**config.mk**
```make
export PLATFORM = sky130hd
export DESIGN_NAME = bufcap
export DESIGN_NICKNAME = d
export VERILOG_FILES = /design/src/rtl/bufcap.sv
export SDC_FILE = /design/constraint.sdc
export NUM_CORES = 2
export LEC_CHECK = 0
export CAP_MARGIN = 5
export CELL_PAD_IN_SITES_DETAIL_PLACEMENT = 0
export CELL_PAD_IN_SITES_GLOBAL_PLACEMENT = 1
export CORE_MARGIN = 1.5
export CORE_UTILIZATION = 55
export DETAILED_ROUTE_END_ITERATION = 12
export PLACE_DENSITY_LB_ADDON = 0.08
export SETUP_SLACK_MARGIN = 0.15
export SLEW_MARGIN = 10
export SYNTH_ARGS = -nofsm -noshare
export SYNTH_HDL_FRONTEND = slang
export SYNTH_SLANG_ARGS = --single-unit
```
**constraint.sdc**
```tcl
create_clock -name clk -period 4.2 [get_ports clk]
set_input_delay 0.42 -clock clk [delete_from_list [all_inputs] [get_ports clk]]
set_output_delay 0.42 -clock clk [all_outputs]
set_load 0.02 [all_outputs]
```
**src/rtl/bufcap.sv**
```systemverilog
// Multi-channel capture buffer: one-shot or triggered-circular capture with
// optional decimation, and a fixed two-cycle random-access read port.
module bufcap #(
  parameter  int DWW   = 8,
  parameter  int DWR   = 32,
  parameter  int AWW   = 8,
  parameter  int NCH   = 2,
  parameter  int DECW  = 8,
  parameter  int SIM   = 0,
  localparam int RATIO = DWR / DWW,
  localparam int LW    = $clog2(RATIO),
  localparam int AWR   = AWW - LW,
  localparam int CHW   = (NCH > 1) ? $clog2(NCH) : 1
) (
  input  logic                 clk,
  input  logic                 reset,
  input  logic                 arm,
  input  logic                 cfg_mode,
  input  logic [AWW-1:0]       cfg_post,
  input  logic [DECW-1:0]      cfg_dec,
  input  logic                 trig,
  input  logic                 wen,
  input  logic [NCH*DWW-1:0]   wdata,
  input  logic                 ren,
  input  logic [CHW+AWR-1:0]   raddr,
  output logic [DWR-1:0]       rdata,
  output logic                 rdv,
  output logic                 busy,
  output logic                 done,
  output logic [AWW:0]         wcount,
  output logic [AWW-1:0]       start_addr
);

  typedef enum logic [1:0] {IDLE, FILL, POST, DONE} state_t;

  localparam logic [AWW:0] FULL = {1'b1, {AWW{1'b0}}};

  state_t          state, state_nx;
  logic            mode_q;
  logic [AWW-1:0]  post_q;
  logic [DECW-1:0] dec_q;
  logic [AWW-1:0]  waddr, waddr_nx;
  logic [AWW:0]    wcount_nx;
  logic [DECW-1:0] dec_cnt, dec_cnt_nx;
  logic [AWW-1:0]  post_cnt, post_cnt_nx;
  logic [AWW-1:0]  start_nx;
  logic            active, accept;

  // arm overrides everything else in its cycle, including a coincident wen/trig.
  always_comb begin
    active      = (state == FILL) || (state == POST);
    accept      = !arm && active && wen && (dec_cnt == '0);
    state_nx    = state;
    waddr_nx    = waddr;
    wcount_nx   = wcount;
    dec_cnt_nx  = dec_cnt;
    post_cnt_nx = post_cnt;
    start_nx    = start_addr;
    if (arm) begin
      state_nx   = FILL;
      waddr_nx   = '0;
      wcount_nx  = '0;
      dec_cnt_nx = '0;
      start_nx   = '0;
    end else if (active) begin
      if (wen) begin
        if (dec_cnt == '0) begin
          waddr_nx   = waddr + 1'b1;
          dec_cnt_nx = dec_q;
          if (wcount != FULL) wcount_nx = wcount + 1'b1;
        end else begin
          dec_cnt_nx = dec_cnt - 1'b1;
        end
      end
      case (state)
        FILL: begin
          if (!mode_q) begin
            if (accept && (wcount == FULL - 1'b1)) state_nx = DONE;
          end else if (trig) begin
            post_cnt_nx = post_q;
            state_nx    = (post_q == '0) ? DONE : POST;
          end
        end
        POST: begin
          if (accept) begin
            post_cnt_nx = post_cnt - 1'b1;
            if (post_cnt == AWW'(1)) state_nx = DONE;
          end
        end
        default: ;
      endcase
      // Oldest retained sample sits at the next write address once the buffer has wrapped.
      if (mode_q && (state_nx == DONE)) start_nx = (wcount_nx == FULL) ? waddr_nx : '0;
    end
  end

  always_ff @(posedge clk) begin
    if (reset) begin
      state      <= IDLE;
      waddr      <= '0;
      wcount     <= '0;
      dec_cnt    <= '0;
      post_cnt   <= '0;
      start_addr <= '0;
      busy       <= 1'b0;
      done       <= 1'b0;
      mode_q     <= 1'b0;
      post_q     <= '0;
      dec_q      <= '0;
    end else begin
      state      <= state_nx;
      waddr      <= waddr_nx;
      wcount     <= wcount_nx;
      dec_cnt    <= dec_cnt_nx;
      post_cnt   <= post_cnt_nx;
      start_addr <= start_nx;
      busy       <= (state_nx == FILL) || (state_nx == POST);
      done       <= (state_nx == DONE);
      if (arm) begin
        mode_q <= cfg_mode;
        post_q <= cfg_post;
        dec_q  <= cfg_dec;
      end
    end
  end

  // Read handshake: ren is a single-cycle request with no backpressure; every
  // request returns exactly one rdv pulse with rdata two clocks later.
  logic [CHW-1:0] rch;
  logic [AWR-1:0] rword;
  logic           ch_ok;
  logic           rd1_v, rd1_ok;
  logic [DWR-1:0] rd1_word;

  assign rch   = raddr[CHW+AWR-1:AWR];
  assign rword = raddr[AWR-1:0];
  assign ch_ok = int'(rch) < NCH;

  if (SIM == 0) begin : g_word_mem
    localparam int LWS = (LW > 0) ? LW : 1;
    logic [DWR-1:0] mem [NCH][2**AWR];
    logic [AWR-1:0] wword;
    logic [LWS-1:0] wlane;

    assign wword = waddr[AWW-1:LW];
    if (LW == 0) begin : g_no_lane
      assign wlane = '0;
    end else begin : g_lane
      assign wlane = waddr[LWS-1:0];
    end

    // Word-wide storage with per-sample lane writes keeps a single read port.
    always_ff @(posedge clk) begin
      for (int c = 0; c < NCH; c++)
        if (accept) mem[c][wword][wlane*DWW +: DWW] <= wdata[c*DWW +: DWW];
      if (ren && ch_ok) rd1_word <= mem[rch][rword];
    end
  end else begin : g_sample_mem
    logic [DWW-1:0] smem [NCH][2**AWW];

    always_ff @(posedge clk) begin
      for (int c = 0; c < NCH; c++)
        if (accept) smem[c][waddr] <= wdata[c*DWW +: DWW];
      if (ren && ch_ok)
        for (int i = 0; i < RATIO; i++)
          rd1_word[i*DWW +: DWW] <= smem[rch][(AWW'(rword) << LW) | AWW'(i)];
    end
  end

  always_ff @(posedge clk) begin
    if (reset) begin
      rd1_v  <= 1'b0;
      rd1_ok <= 1'b0;
      rdv    <= 1'b0;
      rdata  <= '0;
    end else begin
      rd1_v  <= ren;
      rd1_ok <= ch_ok;
      rdv    <= rd1_v;
      if (rd1_v) rdata <= rd1_ok ? rd1_word : '0;
    end
  end

endmodule

```
### Yosys cells after proc, flatten, opt, wreduce, memory -nomap -nowiden

Memories as Yosys holds them, arrays and structs flattened.
Cells that the tools add are included.

* bits in registers: 129
* memory bits (writable): 4096
* input port bits: 46
* output and inout port bits: 52
* word-level logic and storage cells: 93
* memories kept: 1

Memory list
* g_word_mem.mem: depth 2, bits a word 2048, rd ports 1, clocked after Yosys merged registers in 0, write ports 2, RTL line 141 `logic [DWR-1:0] mem [NCH][2**AWR];`

* add/subtract/negate cells: 5
* order comparisons: 3
* equal/unequal tests: 13
* shift-type cells: 3
* mux-type cells: 33
* bitwise logic cells: 3
* reduce and logical (&&, ||, !) cells: 16

Operators with widths (number)
* two-way mux 2048 bit: 1
* binary-select mux 32 bit (select 6 bit): 1
* demux 32 bit (select 6 bit): 1
* two-way mux 32 bit: 4
* variable part select 8 x 34 -> 32 bit: 2
* two-way mux 8 bit: 7
* two-way mux 9 bit: 5
* negator 5 -> 34 bit: 1
* variable shift 8 x 34 -> 32 bit (first input constant): 1
* two-way mux 2 bit: 9
* zero test 8 bit: 2
* case mux 8 bit (2 select lines): 1
* subtractor 8 x 1 -> 8 bit (second input constant): 2
* greater-or-equal comparator 7 bit (second input constant): 2
* inverter 6 -> 7 bit: 2
* adder 9 x 1 -> 9 bit (second input constant): 1
* == test 9 x 8 -> 1 bit (second input constant): 1
* == test 9 bit (second input constant): 1
* != test 9 bit (second input constant): 1
* adder 8 x 1 -> 8 bit (second input constant): 1
* == test 2 bit (second input constant): 4
* == test 8 x 1 -> 1 bit (second input constant): 1
* less-than comparator 7 x 1 -> 1 bit (second input constant): 1
* logical AND 1 bit: 6
* other kinds (11): 18

### Logic depth before layout (Yosys ltp)

* word-level depth: 15
* depth in mapped cells: 11
* gate-level depth less buffers: 11

### Worst setup path after synthesis

OpenSTA, ideal clock, no wires.

* kind: input-to-reg
* from: input port raddr[6]
* to: register rd1_word[1], data pin
* setup time: 260 ps
* arrival time: 3028 ps
* required time: 3940 ps
* slack: 913 ps
* cell stages on the path: 7
* path buffers: 3
* cells stage by stage: buf_2 -> clkbuf_1 -> buf_1 -> mux4_2 -> mux4_2 -> mux4_2 -> mux2_2

* word-level cells in the longest chain between the ends: 4

RTL lines
* start: declaration: RTL line 25 `input logic [CHW+AWR-1:0] raddr,`
* memory (2 x 2048 bit)
* binary-select mux 32 bit (select 6 bit): RTL line 156 `if (ren && ch_ok) rd1_word <= mem[rch][rword];`
* two-way mux 32 bit (implied by the code) (2 in a row): RTL line 156
* end signal: assignment: RTL line 156
* end: declaration: RTL line 133 `logic [DWR-1:0] rd1_word;`

Every way passes these cells. The select of a mux whose other input is x is not followed.
A chain may end at the register's enable or synchronous reset.

==> summary.md <==
| Metric | Value |
|---|---|
| Synth Flop Type | `edfxtp_1` |
| First-pass GRT wire length | `565000 um` |
| Largest family of logic cells by synthesized area | `multiplexers` |
| Post-Synth XOR/XNOR Area | `0.124%` |
| Setup TNS | `0 ns` |
| Initial core utilization | `55.3%` |
| Postcts setup bufs | `0` |
| Post-synthesis compound-gate area fraction | `0.399%` |
| Reg2reg start | `waddr[2]$_SDFFE_PP0N_` |
| Dpl cells | `10964` |
| Die Width | `546 um` |
| Layout area overhead | `15.0%` |
| Tot GR Track Use | `26.7%` |
| Synth warn | `0` |
| Pre-antenna DRT Iters | `9` |
| Num rows | `199` |
| # nets final | `7536` |
| Layout cells sized above 1 | `35.8%` |
| CTS tree | `done` |
| Flops & latches, synth | `4225` |
| Least-Margin Pin Slew | `1.22 ns` |
| Fin crit period | `3.73 ns` |
| Period utilization | `88.9%` |
| RePlAce Congestion | `0.798` |
| H-Tree Depth | `5` |
| Fin area | `0.187 mm2` |
| Max-slew headroom | `18.5%` |
| Leak Pwr | `66.0 nW` |
| Mapped Cells | `6780` |
| Setup violations, final | `0` |
| Run status | `complete, no violations` |
| Hold Path Stages | `3` |
| Core Footprint | `0.294 mm2` |
| Max Cap Viol | `0` |
| Area contributors post-synth | `edfxtp_1 (76%), mux4_2 (19%), dfxtp_1 (1.2%)` |
| Max Clock Skew | `0.0300 ns` |
| Total wire length | `395000 um` |
| Worst Hold End | `post_q[0]$_SDFFE_PP0P_` |
| Synth Area in Simple Gates | `1.75%` |
| CTS Buf Count | `426` |
| Clk pin slew, worst setup/hold paths | `0.06 ns` |
| Final std cells w/o fill | `11750` |
| Req. time, crit path | `4.82 ns` |
| Vias per inst | `6.40` |
| R2R Setup Slk | `0.47 ns` |
| Startpoint types | `register` |
| Post-synth EDFFs | `4128` |
| Cell area after synthesis | `0.162 mm2` |
| Pre-CTS setup slack | `0.511 ns` |
| Crit path max fanout | `16` |
| Clk root buf | `clkbuf_16` |
| Reg2Reg Depth | `4` |
| R2r endpoint | `g_word_mem.mem[1][725]$_DFFE_PP_` |
| Synth Area in Adders | `0.123%` |
| I/O Pins | `98` |
| Crit Path Category | `reg -> reg` |
| Mux cell area share after synthesis | `19.0%` |
| Final setup margin | `0.467 ns` |
| Startpoint of the worst hold path | `cfg_post[0]` |
| Post-synthesis sequential area ratio | `77.6%` |
| Max Root-Sink Buffers | `4` |
| DR DRC count | `0` |
| Asr flop ratio synth | `0%` |
| DRT iter0 DRCs | `8718` |
| Hold/Removal Path Class | `in -> reg` |
| Peak Freq | `0.268 GHz` |
| Pwr/cell area | `464 mW/mm2` |
| Syn_nets | `6842` |
| Total power | `86.5 mW` |
| Port bufs | `97` |
| Top cell type's share of synthesized area | `76.4%` |
| Final ANT Viol Nets | `0` |
| Clock Latency Late Sink | `0.95 ns` |
| Final hold viol count | `0` |
| Mean Syn Cell Area | `23.9 um2` |
| Chip height | `546 um` |
| Clock sink count | `4225` |
| DP Wirelength | `235000 um` |
| Post-DP Area | `0.173 mm2` |
| Vias | `75147` |
| Vias in the first global route | `76535` |
| Yosys cell types | `57` |
| Largest net degree at the start of global routing | `65` |
| Worst path arrival time | `4.35 ns` |
| Total gr overflow | `0` |
| Peak VDD IR | `0.377 mV` |
| Initial antenna violation count | `17` |
| DR WL/cell | `33.6 um` |
| RSZ-0062 raised after global routing | `no` |
| Die area | `0.298 mm2` |
| Slew Viols, Final | `0` |
| Crit. End Element | `register` |
| Yosys top cell by area | `edfxtp_1` |
[registers in the layout, indices dropped and copies added, names as in the netlist]
| name | cells |
|---|---|
| dec_q | 8 |
| dec_cnt | 8 |
| rd1_word | 32 |
| waddr | 8 |
| busy | 1 |
| g_word_mem.mem | 4096 |
| wcount | 9 |
| state | 2 |
| rdata | 32 |
| post_cnt | 8 |
| rd1_ok | 1 |
| done | 1 |
| rd1_v | 1 |
| mode_q | 1 |
| post_q | 8 |
| rdv | 1 |
| start_addr | 8 |
[cell usage in the layout, fill, tap and decap left out, drive strengths merged, types with 67 or more instances in the layout]
master / synthesis / layout
and2: 67 / 67
nor2: 344 / 344
mux4: 1344 / 1344
nand2: 93 / 93
clkdlybuf4s50: 0 / 88
clkinv: 0 / 186
edfxtp: 4128 / 4128
buf: 153 / 550
dfxtp: 97 / 97
clkbuf: 220 / 516
[layout make-up]
class	instances	area (um2)
Sequential cell	4225	126000
Fill cell	19397	107000
Multi-Input combinational cell	2162	35300
Clock buffer	516	11200
Timing Repair Buffer	639	6460
Tap cell	3919	4900
Clock inverter	259	2640
Inverter	20	75.1
Antenna cell	10	25.0
[worst max path at each step]
stage                                from                               end  slack [ns]  cells past startpoint
floorplan                        raddr[6]             rd1_word[1]$_DFFE_PP_        0.91                      7
global placement                 raddr[6]            rd1_word[28]$_DFFE_PP_        0.52                      7
detailed placement               raddr[6]            rd1_word[28]$_DFFE_PP_        0.51                      7
CTS                 waddr[2]$_SDFFE_PP0N_  g_word_mem.mem[1][974]$_DFFE_PP_        0.68                      4
global route        waddr[2]$_SDFFE_PP0N_  g_word_mem.mem[1][974]$_DFFE_PP_        0.33                      4
finish              waddr[2]$_SDFFE_PP0N_  g_word_mem.mem[1][725]$_DFFE_PP_        0.47                      4
[what timing repair did]
item | CTS | global route
hold buffers | 1 | 0
resized for setup | 0 | 0
endpoints found under the hold margin | 17 | 0
[Yosys cell counts (3+ instances only)]
master and instances:
or4_1 6, o22ai_1 3, a221oi_1 4, mux4_2 1344
ha_1 16, a21oi_1 49, nor4_1 5, a22oi_1 3
or3_1 5, nor3b_1 10, and3b_1 4, mux2i_1 20
nor2_1 344, dfxtp_1 97, nand2_1 93, clkbuf_1 220
or2_2 3, and2_1 66, nor3_1 15, nand2b_1 4
buf_2 68, nand3_1 8, edfxtp_1 4128, and3_1 6
buf_1 82, o21ai_0 16, mux2_2 33, nor2b_1 37
o2bb2ai_1 8, a211oi_1 6, xnor2_1 12, inv_1 20
nand4_1 5, xor2_1 11
[worst max-delay path: stages (launching register included)]
cell,delay [ns]
dfxtp_1,0.83
nor3b_1,0.85
nand2_1,0.98
nor2_1,0.38
buf_4,0.33
[routing by layer]
layer / wire length, um / track usage [%] / vias up
met2: 189000 / 41.6 / 2970
met3: 31800 / 5.46 / 625
li1: - / - / 30454
met1: 161000 / 38.7 / 41094
met4: 13000 / 8.09 / 4
met5: 20 / 0.0801 / -
[through the flow]
step | util (%) | hold WS, ns
after global routing | 63.5 | 0.0665
after CTS | 63.5 | 0.0264
after floorplan | - | 0.448
after global placement | 58.8 | 0.454
final | 63.5 | 0.102
after detailed placement | 58.8 | 0.465
[power by group]
group	total (mW)	internal (mW)	leakage, nW	switching (mW)
Clock	37.6	21.9	6.78	15.7
Combinational	2.84	1.14	13.7	1.70
Sequential	46.0	46.0	45.5	0.0548
[cells by family after synthesis]
| logic type | Yosys count |
|---|---|
| xor gates and xnor gates | 23 |
| muxes | 1397 |
| AOI/OAI and AO/OA | 104 |
| DFF | 4225 |
| buffers and inverters | 393 |
| and+or+nand+nor | 622 |
| adders and majority gates | 16 |
(Power assumes the default switching activity.)
